File: src/rtl/out_requant.sv
// out_requant: reads up to 8 rows of signed 16-bit results, requantizes each element
// to int8 (negatives to zero, logical right shift, saturate or truncate) and writes 8 packed rows.
module out_requant #(
    parameter int unsigned SAT_EN = 1
) (
    input  logic        clk,
    input  logic        rst,
    input  logic        start,
    input  logic [11:0] mnt,
    input  logic [3:0]  shift,
    output logic        en_o,
    output logic [3:0]  addr_o,
    input  logic [63:0] rdata_o,
    output logic        en_r,
    output logic        rw_r,
    output logic [2:0]  addr_r,
    output logic [63:0] wdata_r,
    output logic        done
);
    localparam int unsigned ROW_W  = 64;
    localparam int unsigned ELEM_W = 16;
    localparam int unsigned BYTE_W = 8;
    localparam int unsigned NCOL   = 8;
    localparam int unsigned CNT_W  = 4;
    localparam int unsigned T_W    = 3;
    localparam int unsigned ADDR_W = 4;

    typedef enum logic [2:0] {
        S_IDLE = 3'd0,
        S_RD0  = 3'd1,
        S_RD1  = 3'd2,
        S_CAP  = 3'd3,
        S_WR   = 3'd4,
        S_DONE = 3'd5
    } state_t;

    state_t              state_q, state_d;
    logic [T_W-1:0]      t_q, t_d;
    logic [CNT_W-1:0]    m_q, rows_q, shift_q;
    logic [ROW_W-1:0]    lo_q;

    logic                en_o_d, en_r_d, done_d;
    logic [ADDR_W-1:0]   addr_o_d;
    logic [T_W-1:0]      addr_r_d;
    logic [ROW_W-1:0]    wdata_r_d;

    // N field of mnt carries no meaning for this block
    logic unused_n;
    assign unused_n = ^mnt[7:4];

    function automatic logic [CNT_W-1:0] clamp8(input logic [CNT_W-1:0] v);
        clamp8 = (v > CNT_W'(8)) ? CNT_W'(8) : v;
    endfunction

    function automatic logic [BYTE_W-1:0] requant(input logic [ELEM_W-1:0] x,
                                                   input logic [CNT_W-1:0]  sh);
        logic [ELEM_W-1:0] r;
        logic [ELEM_W-1:0] y;
        r = x[ELEM_W-1] ? '0 : x;
        y = r >> sh;
        if (SAT_EN != 0)
            requant = (y > ELEM_W'(127)) ? BYTE_W'(127) : y[BYTE_W-1:0];
        else
            requant = y[BYTE_W-1:0];
    endfunction

    // Column j sits at the j-th 16-bit slot of {lo, hi}; columns beyond m are zeroed
    function automatic logic [ROW_W-1:0] pack(input logic [ROW_W-1:0] lo,
                                              input logic [ROW_W-1:0] hi,
                                              input logic [CNT_W-1:0] m,
                                              input logic [CNT_W-1:0] sh);
        logic [2*ROW_W-1:0] src;
        logic [ROW_W-1:0]   res;
        src = {lo, hi};
        res = '0;
        for (int j = 0; j < int'(NCOL); j++) begin
            if (CNT_W'(j) < m)
                res[ROW_W-1-BYTE_W*j -: BYTE_W] = requant(src[2*ROW_W-1-ELEM_W*j -: ELEM_W], sh);
        end
        pack = res;
    endfunction

    // State register
    always_ff @(posedge clk or posedge rst) begin
        if (rst) begin
            state_q <= S_IDLE;
            t_q     <= '0;
        end else begin
            state_q <= state_d;
            t_q     <= t_d;
        end
    end

    // Next-state and row counter
    always_comb begin
        state_d = state_q;
        t_d     = t_q;
        case (state_q)
            S_IDLE: begin
                t_d = '0;
                if (start)
                    state_d = (clamp8(mnt[3:0]) != '0) ? S_RD0 : S_WR;
            end
            S_RD0:  state_d = S_RD1;
            S_RD1:  state_d = S_CAP;
            S_CAP:  state_d = S_WR;
            S_WR: begin
                if (t_q == T_W'(7)) begin
                    t_d     = '0;
                    state_d = S_DONE;
                end else begin
                    t_d     = T_W'(t_q + T_W'(1));
                    state_d = ({1'b0, t_d} < rows_q) ? S_RD0 : S_WR;
                end
            end
            S_DONE: state_d = S_IDLE;
            default: state_d = S_IDLE;
        endcase
    end

    // Output values for the upcoming state, registered below so they align with it
    always_comb begin
        en_o_d    = 1'b0;
        addr_o_d  = '0;
        en_r_d    = 1'b0;
        addr_r_d  = '0;
        wdata_r_d = '0;
        done_d    = 1'b0;
        case (state_d)
            S_RD0: begin
                en_o_d   = 1'b1;
                addr_o_d = {t_d, 1'b0};
            end
            S_RD1: begin
                en_o_d   = 1'b1;
                addr_o_d = {t_d, 1'b1};
            end
            S_WR: begin
                en_r_d   = 1'b1;
                addr_r_d = t_d;
                // High half arrives on rdata_o during CAP; skipped rows stay zero
                if (state_q == S_CAP)
                    wdata_r_d = pack(lo_q, rdata_o, m_q, shift_q);
            end
            S_DONE: done_d = 1'b1;
            default: ;
        endcase
    end

    // Latched parameters, low half and registered outputs
    always_ff @(posedge clk or posedge rst) begin
        if (rst) begin
            m_q     <= '0;
            rows_q  <= '0;
            shift_q <= '0;
            lo_q    <= '0;
            en_o    <= 1'b0;
            addr_o  <= '0;
            en_r    <= 1'b0;
            rw_r    <= 1'b0;
            addr_r  <= '0;
            wdata_r <= '0;
            done    <= 1'b0;
        end else begin
            if (state_q == S_IDLE && start) begin
                m_q     <= clamp8(mnt[11:8]);
                rows_q  <= clamp8(mnt[3:0]);
                shift_q <= shift;
            end
            if (state_q == S_RD1)
                lo_q <= rdata_o;
            en_o    <= en_o_d;
            addr_o  <= addr_o_d;
            en_r    <= en_r_d;
            rw_r    <= en_r_d;
            addr_r  <= addr_r_d;
            wdata_r <= wdata_r_d;
            done    <= done_d;
        end
    end

endmodule

File: config.mk
export PLATFORM = sky130hd
export DESIGN_NAME = out_requant
export DESIGN_NICKNAME = d
export VERILOG_FILES = /design/src/rtl/out_requant.sv
export SDC_FILE = /design/constraint.sdc
export NUM_CORES = 1
export LEC_CHECK = 0
export ABC_AREA = 1
export CORE_MARGIN = 8
export CORE_UTILIZATION = 45
export DETAILED_ROUTE_END_ITERATION = 7
export GPL_TIMING_DRIVEN = 0
export HOLD_SLACK_MARGIN = 0.06
export PLACE_DENSITY_LB_ADDON = 0.12
export SLEW_MARGIN = 40
export SYNTH_ARGS = -nofsm -noshare
export SYNTH_HDL_FRONTEND = slang
export SYNTH_SLANG_ARGS = --single-unit
File: constraint.sdc
create_clock -name clk -period 8.5 [get_ports clk]
set_clock_uncertainty 0.2 [all_clocks]
set_input_delay 1.7 -clock clk [delete_from_list [all_inputs] [get_ports clk]]
set_output_delay 1.7 -clock clk [all_outputs]
set_load 0.02 [all_outputs]
Yosys cells after proc, flatten, opt, wreduce, memory -nomap -nowiden
Index checks and enable logic that the tools add are counted.
{ "word_totals": {"reg_bits": 156, "in_bits": 83} }
{ "classes": {"shifts": 8, "n_lt_le_gt_ge": 19, "n_reduce_logical": 4, "add_sub_neg": 1, "n_mux": 40, "n_eq_ne": 9} }
{ "op_table": {"columns": ["op", "n"], "rows": [
  ["$gt A16 B7 Y1 const B", 8],
  ["$mux W64", 2],
  ["$mux W8", 16],
  ["$shr A15 B4 Y16", 8],
  ["$mux W15", 8],
  ["$mux W3", 6],
  ["$lt A3 B4 Y1 const A", 4],
  ["$pmux W3 S5", 1],
  ["$eq A3 B3 Y1 const B", 4],
  ["$eq A3 B2 Y1 const B", 3],
  ["$gt A4 B4 Y1 const B", 2],
  ["$lt A1 B4 Y1 const A", 2],
  ["$lt A2 B4 Y1 const A", 2],
  ["$mux W4", 2],
  ["$pmux W4 S2", 1],
  ["$eq A3 B1 Y1 const B", 2],
  ["$pmux W3 S2", 1],
  ["$lt A3 B4 Y1", 1],
  ["$reduce_bool A4 Y1", 1],
  ["$add A3 B1 Y3 const B", 1],
  ["$logic_not A3 Y1", 1],
  ["$mux W1", 3],
  ["$reduce_or A2 Y1", 1],
  ["$logic_and A1 B1 Y1", 1]
]} }

Longest topological paths before layout
Gate-level depths: netlist of the first run.
{ "logic_depth": {"word_depth": 9, "mapped_depth": 13, "ltp_nobuf": 11} }

Worst setup path after synthesis of the first run
No wires, ideal clock.
{ "synth_path": {"path_type": "input to register", "from": "in rdata_o[47]", "to": "reg wdata_r[16]", "n_path_buf": 1, "slack_ns": 5.510, "arrival_ns": 2.651, "path_stages": 10, "cell_sequence": "inv_1 -> buf_2 -> nand3_1 -> nand3_1 -> nand2_1 -> nand2_1 -> nand2_1 -> nand3_1 -> o21bai_2 -> a21oi_1"} }
{ "synth_between": {"elab_chain_cells": 7} }
{ "synth_lines": {"columns": ["item", "line", "rtl"], "rows": [
  ["start, declared", "13", "input logic [63:0] rdata_o,"],
  ["$mux W15 (*)", "59", "r = x[ELEM_W-1] ? '0 : x;"],
  ["$shr A15 B4 Y16 (*)", "60", "y = r >> sh;"],
  ["$gt A16 B7 Y1", "62", "requant = (y > ELEM_W'(127)) ? BYTE_W'(127) : y[BYTE_W-1:0];"],
  ["$mux W8 (*)", "62", null],
  ["$mux W8 (*)", "77", "if (CNT_W'(j) < m)"],
  ["$mux W64 (*)", "142", "if (state_q == S_CAP)"],
  ["$mux W64 (*)", "129", "case (state_d)"],
  ["net wdata_r_d[16]", "45", "logic [ROW_W-1:0] wdata_r_d;"],
  ["end signal, assigned", "177", "wdata_r <= wdata_r_d;"],
  ["end, declared", "17", "output logic [63:0] wdata_r,"]
]} }
The timed path passes the listed nets; every way through them passes the cells marked *.
A chain may end at the register's enable or synchronous reset.

Worst setup path in the final report of the first run
{ "layout_path": {"from": "in rdata_o[63]", "to": "reg wdata_r[24]"} }
Same word-level chain as after synthesis.

==> metrics, run 1 <==
fin crit period 3.66 ns; dominant cells by area after synthesis dfrtp_1 (38%), nand2_1 (22%), nand3_1 (14%); CTS Sinks 156; post-CTS sizing 0; first-pass GRT wire length 72000 microns; routed vias 12341; DIE WIDTH 168 microns; Final #Nets 1857; Total GRT Usage 34.1%; sequential power share 20.0%; RSZ-0062 raised after global routing no; CTS Buffer Depth 2; Max Clk Rate 273 MHz; Reg-to-Reg Start shift_q[2]; die height 168 microns; Seq/Total Area, Yosys 37.5%; number of H-tree levels 4; Crit. End Element register; placement row count 55; Worst VDD drop 0.193 mV; Power Density 462 mW/mm^2; Mapped Area 0.0104 sq mm; Clk pwr share 13.1%; share of cells above drive strength 1 7.23%; Starting Density 46.0%; Slew Viols, Final 0; commonest non-fill, non-tap cell in the layout nand2_1; r2r setup slk 5.68 ns; Via density 5.97; Avg WL per Cell 23.6 microns; Hold Worst Slack 0.286 ns; CP required 8.60 ns; most frequent cells in the layout nand2_1 (603), nand3_1 (293), dfrtp_1 (156); Reg clk slew, reported paths 0.07 ns; register bit total from synthesis 156; Antenna Nets Post-Route 0; Cells after DPL 2036; Unique masters post-synth 39; detailed placement HPWL 37100 microns; pin count of the biggest net entering global routing 83; Post-Synthesis Cells 1590; P_leak 6.40 nW; HP Class reg -> reg; GPL Wtd Cong 1.02; crit start category input port; Sw Ratio 57.1%; syn_area_per_cell 6.54 sq um; fillers 2217; crit path max fanout 10; top_reg_cell synth dfrtp_1; drt first pass iters 7; quantity of hold-fixing buffers added after cts 0; Finish-stage setup viols 0; Iter 0 DRT Violations 1571; Post-Layout Cell Count 2068; CP Class in -> reg; drt drc 0; HP Start lo_q[19]; Max Cap Viol 0; Post-synth EDFFs 0; DRT Wirelength 48700 microns; total CTS buffers 17; synth warn 0; Die ar. 0.0282 sq mm; crit path DAT 3.77 ns; ant diodes 0; Post-CTS Setup Repair Bufs 0; Final Hold Vio Count 0; initial antenna violation count 1; Pint 2.57 mW; placed cell area 0.0124 sq mm; crit path from rdata_o[63]; core footprint 0.0226 sq mm; Worst-Margin Slew 0.838 ns; worst skew pair latency 0.45 ns; CTS tree yes; headroom to the max-slew limit 44.1%; Final Instance Area 0.0130 sq mm; Logic pwr share 66.9%; clk root buf clkbuf_16; status completed; Synth async-reset ratio 100%; Switch Pwr 3.42 mW; number of placed I/O pins 158; setup TNS 0 ns; Period Utilization, post-route 43.1%; vias in the first global route 12164; Layout area overhead 24.7%; Synth top area share 37.5%; PortBufs 153; grt total ovfl 0; Yosys top cell by area dfrtp_1
final timing paths:
kind	to	cells after the start
min in group asynchronous	done	2
worst min register to register	lo_q[19]	2
worst max register to register	wdata_r[24]	8
worst max-delay path	wdata_r[24]	11
max in group asynchronous	lo_q[38]	3
worst min-delay path	lo_q[19]	2
area by class of cell:
class / instances / area [sq um] / share of cell area (%)
Sequential cell: 156 / 3900 / 30.1
Timing Repair Buffer: 154 / 1560 / 12.0
Buffer: 104 / 546 / 4.21
Inverter: 72 / 278 / 2.14
Multi-Input combinational cell: 1265 / 5730 / 44.2
Tap cell: 285 / 357 / 2.75
Clock inverter: 15 / 176 / 1.36
Clock buffer: 17 / 425 / 3.28
cell families (layout without fill, tap and decap cells):
| logic type | Yosys count | after routing | share of synthesized area [%] |
|---|---|---|---|
| buf+inv | 176 | 362 | 7.80 |
| simple gates | 1006 | 1006 | 40.6 |
| mux | 1 | 1 | 0.0962 |
| compound gates | 246 | 246 | 13.5 |
| other cells | 1 | 8 | 0.0360 |
| flops | 156 | 156 | 37.5 |
| fa+ha+maj | 4 | 4 | 0.481 |
per-stage QoR:
step | total power, mW | setup slack (ns) | utilization [%]
finish | 5.99 | 4.84 | 57.3
global route | 6.32 | 4.74 | 57.3
CTS | 5.83 | 4.92 | 57.3
detailed placement | 5.03 | 4.47 | 54.6
global placement | 5.00 | 0.299 | 54.4
floorplan | 3.56 | 2.39 | -
state kept, by name, indices dropped and copies added (netlist names), 3 cells and up:
register / count
addr_o: 4
addr_r: 3
lo_q: 64
m_q: 4
rows_q: 4
shift_q: 4
state_q: 3
t_q: 3
wdata_r: 64
metal layers:
layer | GRT usage (%) | part of all wire (%) | vias to the layer above
li1 | - | - | 5609
met3 | 6.97 | 9.3 | 186
met5 | 0 | 0 | -
met1 | 40.6 | 38 | 5766
met2 | 53.8 | 44 | 780
met4 | 25.8 | 8.4 | 0
critical path, stage by stage:
cell and delay, ns:
clkdlybuf4s50_1 0.58, inv_1 0.12, buf_2 0.19, nand2_1 0.08
o21ai_0 0.11, o21ai_0 0.49, nand2_1 0.10, a21oi_1 0.16
nand3_1 0.09, nand2_1 0.08, nor2_1 0.05
synthesized netlist by cell type, types with 3 or more instances:
cell type,instances
nand2_1,603
nand3_1,293
dfrtp_1,156
o21ai_0,104
nor2_1,82
a21oi_1,74
inv_1,65
buf_2,49
clkbuf_1,34
o21ai_1,23
o211ai_1,20
buf_4,8
buf_6,8
inv_2,7
nand4_1,6
nor3_1,6
buf_1,5
nor2_2,5
ha_1,4
nand3_2,4
o21bai_4,4
o22ai_1,4
a22oi_1,3
nor3b_1,3
power by group through the flow:
stage	logic (mW)	registers, mW	clock network [mW]
final	4.01	1.20	0.782
after global routing	4.29	1.22	0.809
after CTS	3.85	1.19	0.785
after detailed placement	3.83	1.20	0
after global placement	3.81	1.19	0
after floorplan	2.29	1.27	0
(Power assumes the default switching activity.)
==> run 2, diff against run 1 <==
Clock period 8.5 ns to 3.1 ns, I/O delays scaled along.
==> metrics, run 2 (synthesis gave the netlist of run 1 again) <==
worst path cell trace buf_6 -> inv_2 -> buf_2 -> buf_2 -> o21ai_0 -> o21ai_0 -> nor2_1 -> o21ai_0 -> a21oi_1; post-CTS sizing 0 (unchanged); PortBufs 153 (unchanged); initial antenna violation count 0 (-1); fin util 57.9% (+0.57 points); DIE WIDTH 168 microns (unchanged); status completed; core footprint 0.0226 sq mm (unchanged); crit path max fanout 10 (unchanged); pin count of the biggest net entering global routing 29 (-65%); CTS tree yes; Worst VDD drop 0.559 mV (+190%); DRT Wirelength 48900 microns (+0.45%); worst skew pair latency 0.45 ns (about the same); Switch Pwr 9.42 mW (+180%); sequential power share 19.8% (-0.2 points); Avg WL per Cell 23.6 microns (+0.21%); P_leak 6.46 nW (+0.91%); Reg-to-Reg Start shift_q[0]; crit path DAT 2.99 ns (-0.78 ns); Crit. End Element register; headroom to the max-slew limit 38.7% (-5.4 points); Die ar. 0.0282 sq mm (unchanged); CTS Buffer Depth 2 (unchanged); HP Class reg -> reg; commonest non-fill, non-tap cell in the layout nand2_1; Clk pwr share 13.7% (+0.6 points); grt total ovfl 0 (unchanged); Worst-Margin Slew 0.919 ns (+0.0809 ns); drt drc 0 (unchanged); setup ws final 0.217 ns (-4.62 ns); Final #Nets 1862 (+0.27%); RSZ-0062 raised after global routing no; quantity of hold-fixing buffers added after cts 0 (unchanged); routed vias 12401 (+0.49%); number of H-tree levels 4 (unchanged); Antenna Nets Post-Route 0 (unchanged); Iter 0 DRT Violations 1467 (-6.6%); Critical Path Max Stage Delay 0.70 ns (+0.12 ns); crit start category register; clk root buf clkbuf_16; Total GRT Usage 34.3% (+0.16 points); first-pass GRT wire length 72400 microns (+0.51%); setup TNS 0 ns (unchanged); crit path from shift_q[0]; pre-CTS setup slack 0.0913 ns (-4.38 ns); Via density 5.98 (+0.24%); total CTS buffers 17 (unchanged); biggest regs lo_q x64, wdata_r x64; Final Hold Vio Count 0 (unchanged); Pint 7.14 mW (+180%); most used cell, CP o21ai_0; GPL Wtd Cong 1.01 (-1.2%); Max Clk Rate 347 MHz; detailed placement HPWL 37700 microns (+1.8%); Sw Ratio 56.9% (-0.23 points); Starting Density 46.0% (unchanged); drt first pass iters 6 (-1); share of cells above drive strength 1 7.49% (+0.26 points); Max Cap Viol 0 (unchanged); ant diodes 0 (unchanged); Slew Viols, Final 0 (unchanged); die height 168 microns (unchanged); CP required 3.21 ns (-5.39 ns); Finish-stage setup viols 0 (unchanged); most frequent cells in the layout nand2_1 (603), nand3_1 (293), dfrtp_1 (156); Reg clk slew, reported paths 0.08 ns (about the same); vias in the first global route 12342 (+1.5%); HP Start lo_q[35]; Period Utilization, post-route 93.0%; Layout area overhead 25.9%; number of placed I/O pins 158 (unchanged); Post-CTS Setup Repair Bufs 0 (unchanged); Logic pwr share 66.5% (-0.4 points); CTS Sinks 156 (unchanged); Hold Worst Slack 0.283 ns (-0.00314 ns); CP Class reg -> reg; Power Density 1260 mW/mm^2 (+170%); fin crit period 2.88 ns; placement row count 55 (unchanged); Crit-path slowest cell o21ai_0
run 2: final timing paths:
check,end,slack (ns),depth (start not counted)
max in group asynchronous,lo_q[17],1.48,5
min in group asynchronous,state_q[2],0.34,2
max reg2reg,wdata_r[41],0.22,9
min,lo_q[35],0.28,2
max,wdata_r[41],0.22,9
min reg2reg,lo_q[35],0.28,2
run 2: worst max-delay path, delay by kind of cell (launching register included):
kind,cells,cell delay (ns)
AOI/OAI and AO/OA,4,1.23
buffers and inverters,4,0.83
DFF,1,0.38
and+or+nand+nor,1,0.10
run 2: routing by layer:
layer | GRT usage (%) | vias to the layer above | part of all wire [%]
met5 | 0 | - | 0
met4 | 25.9 | 0 | 8.0
met3 | 5.52 | 184 | 9.3
met2 | 54.8 | 784 | 45
met1 | 41.1 | 5805 | 37
li1 | - | 5628 | -
run 2: stage by stage:
| stage | instances | instance area [sq um] | total power, mW |
|---|---|---|---|
| 4_1_cts | 2073 | 13100 | 16.1 |
| 5_1_grt | 2073 | 13100 | 17.4 |
| 3_5_place_dp | 2041 | 12500 | 13.9 |
| 3_3_place_gp | 2035 | 12300 | 13.7 |
| 6_report | 2073 | 13100 | 16.6 |
| 2_1_floorplan | 1597 | 10400 | 9.77 |
run 2: cell type report:
class	count	area, sq um
Tap cell	285	357
Multi-Input combinational cell	1265	5730
Timing Repair Buffer	159	1670
Clock buffer	17	425
Inverter	72	274
Clock inverter	15	194
Sequential cell	156	3900
Fill cell	2179	9540
Buffer	104	546
run 2: power groups by stage:
stage	combinational, mW	clock (mW)	sequential, mW
6_report	11.0	2.28	3.28
5_1_grt	11.7	2.34	3.35
4_1_cts	10.6	2.27	3.26
3_5_place_dp	10.6	0	3.29
3_3_place_gp	10.5	0	3.27
2_1_floorplan	6.28	0	3.49
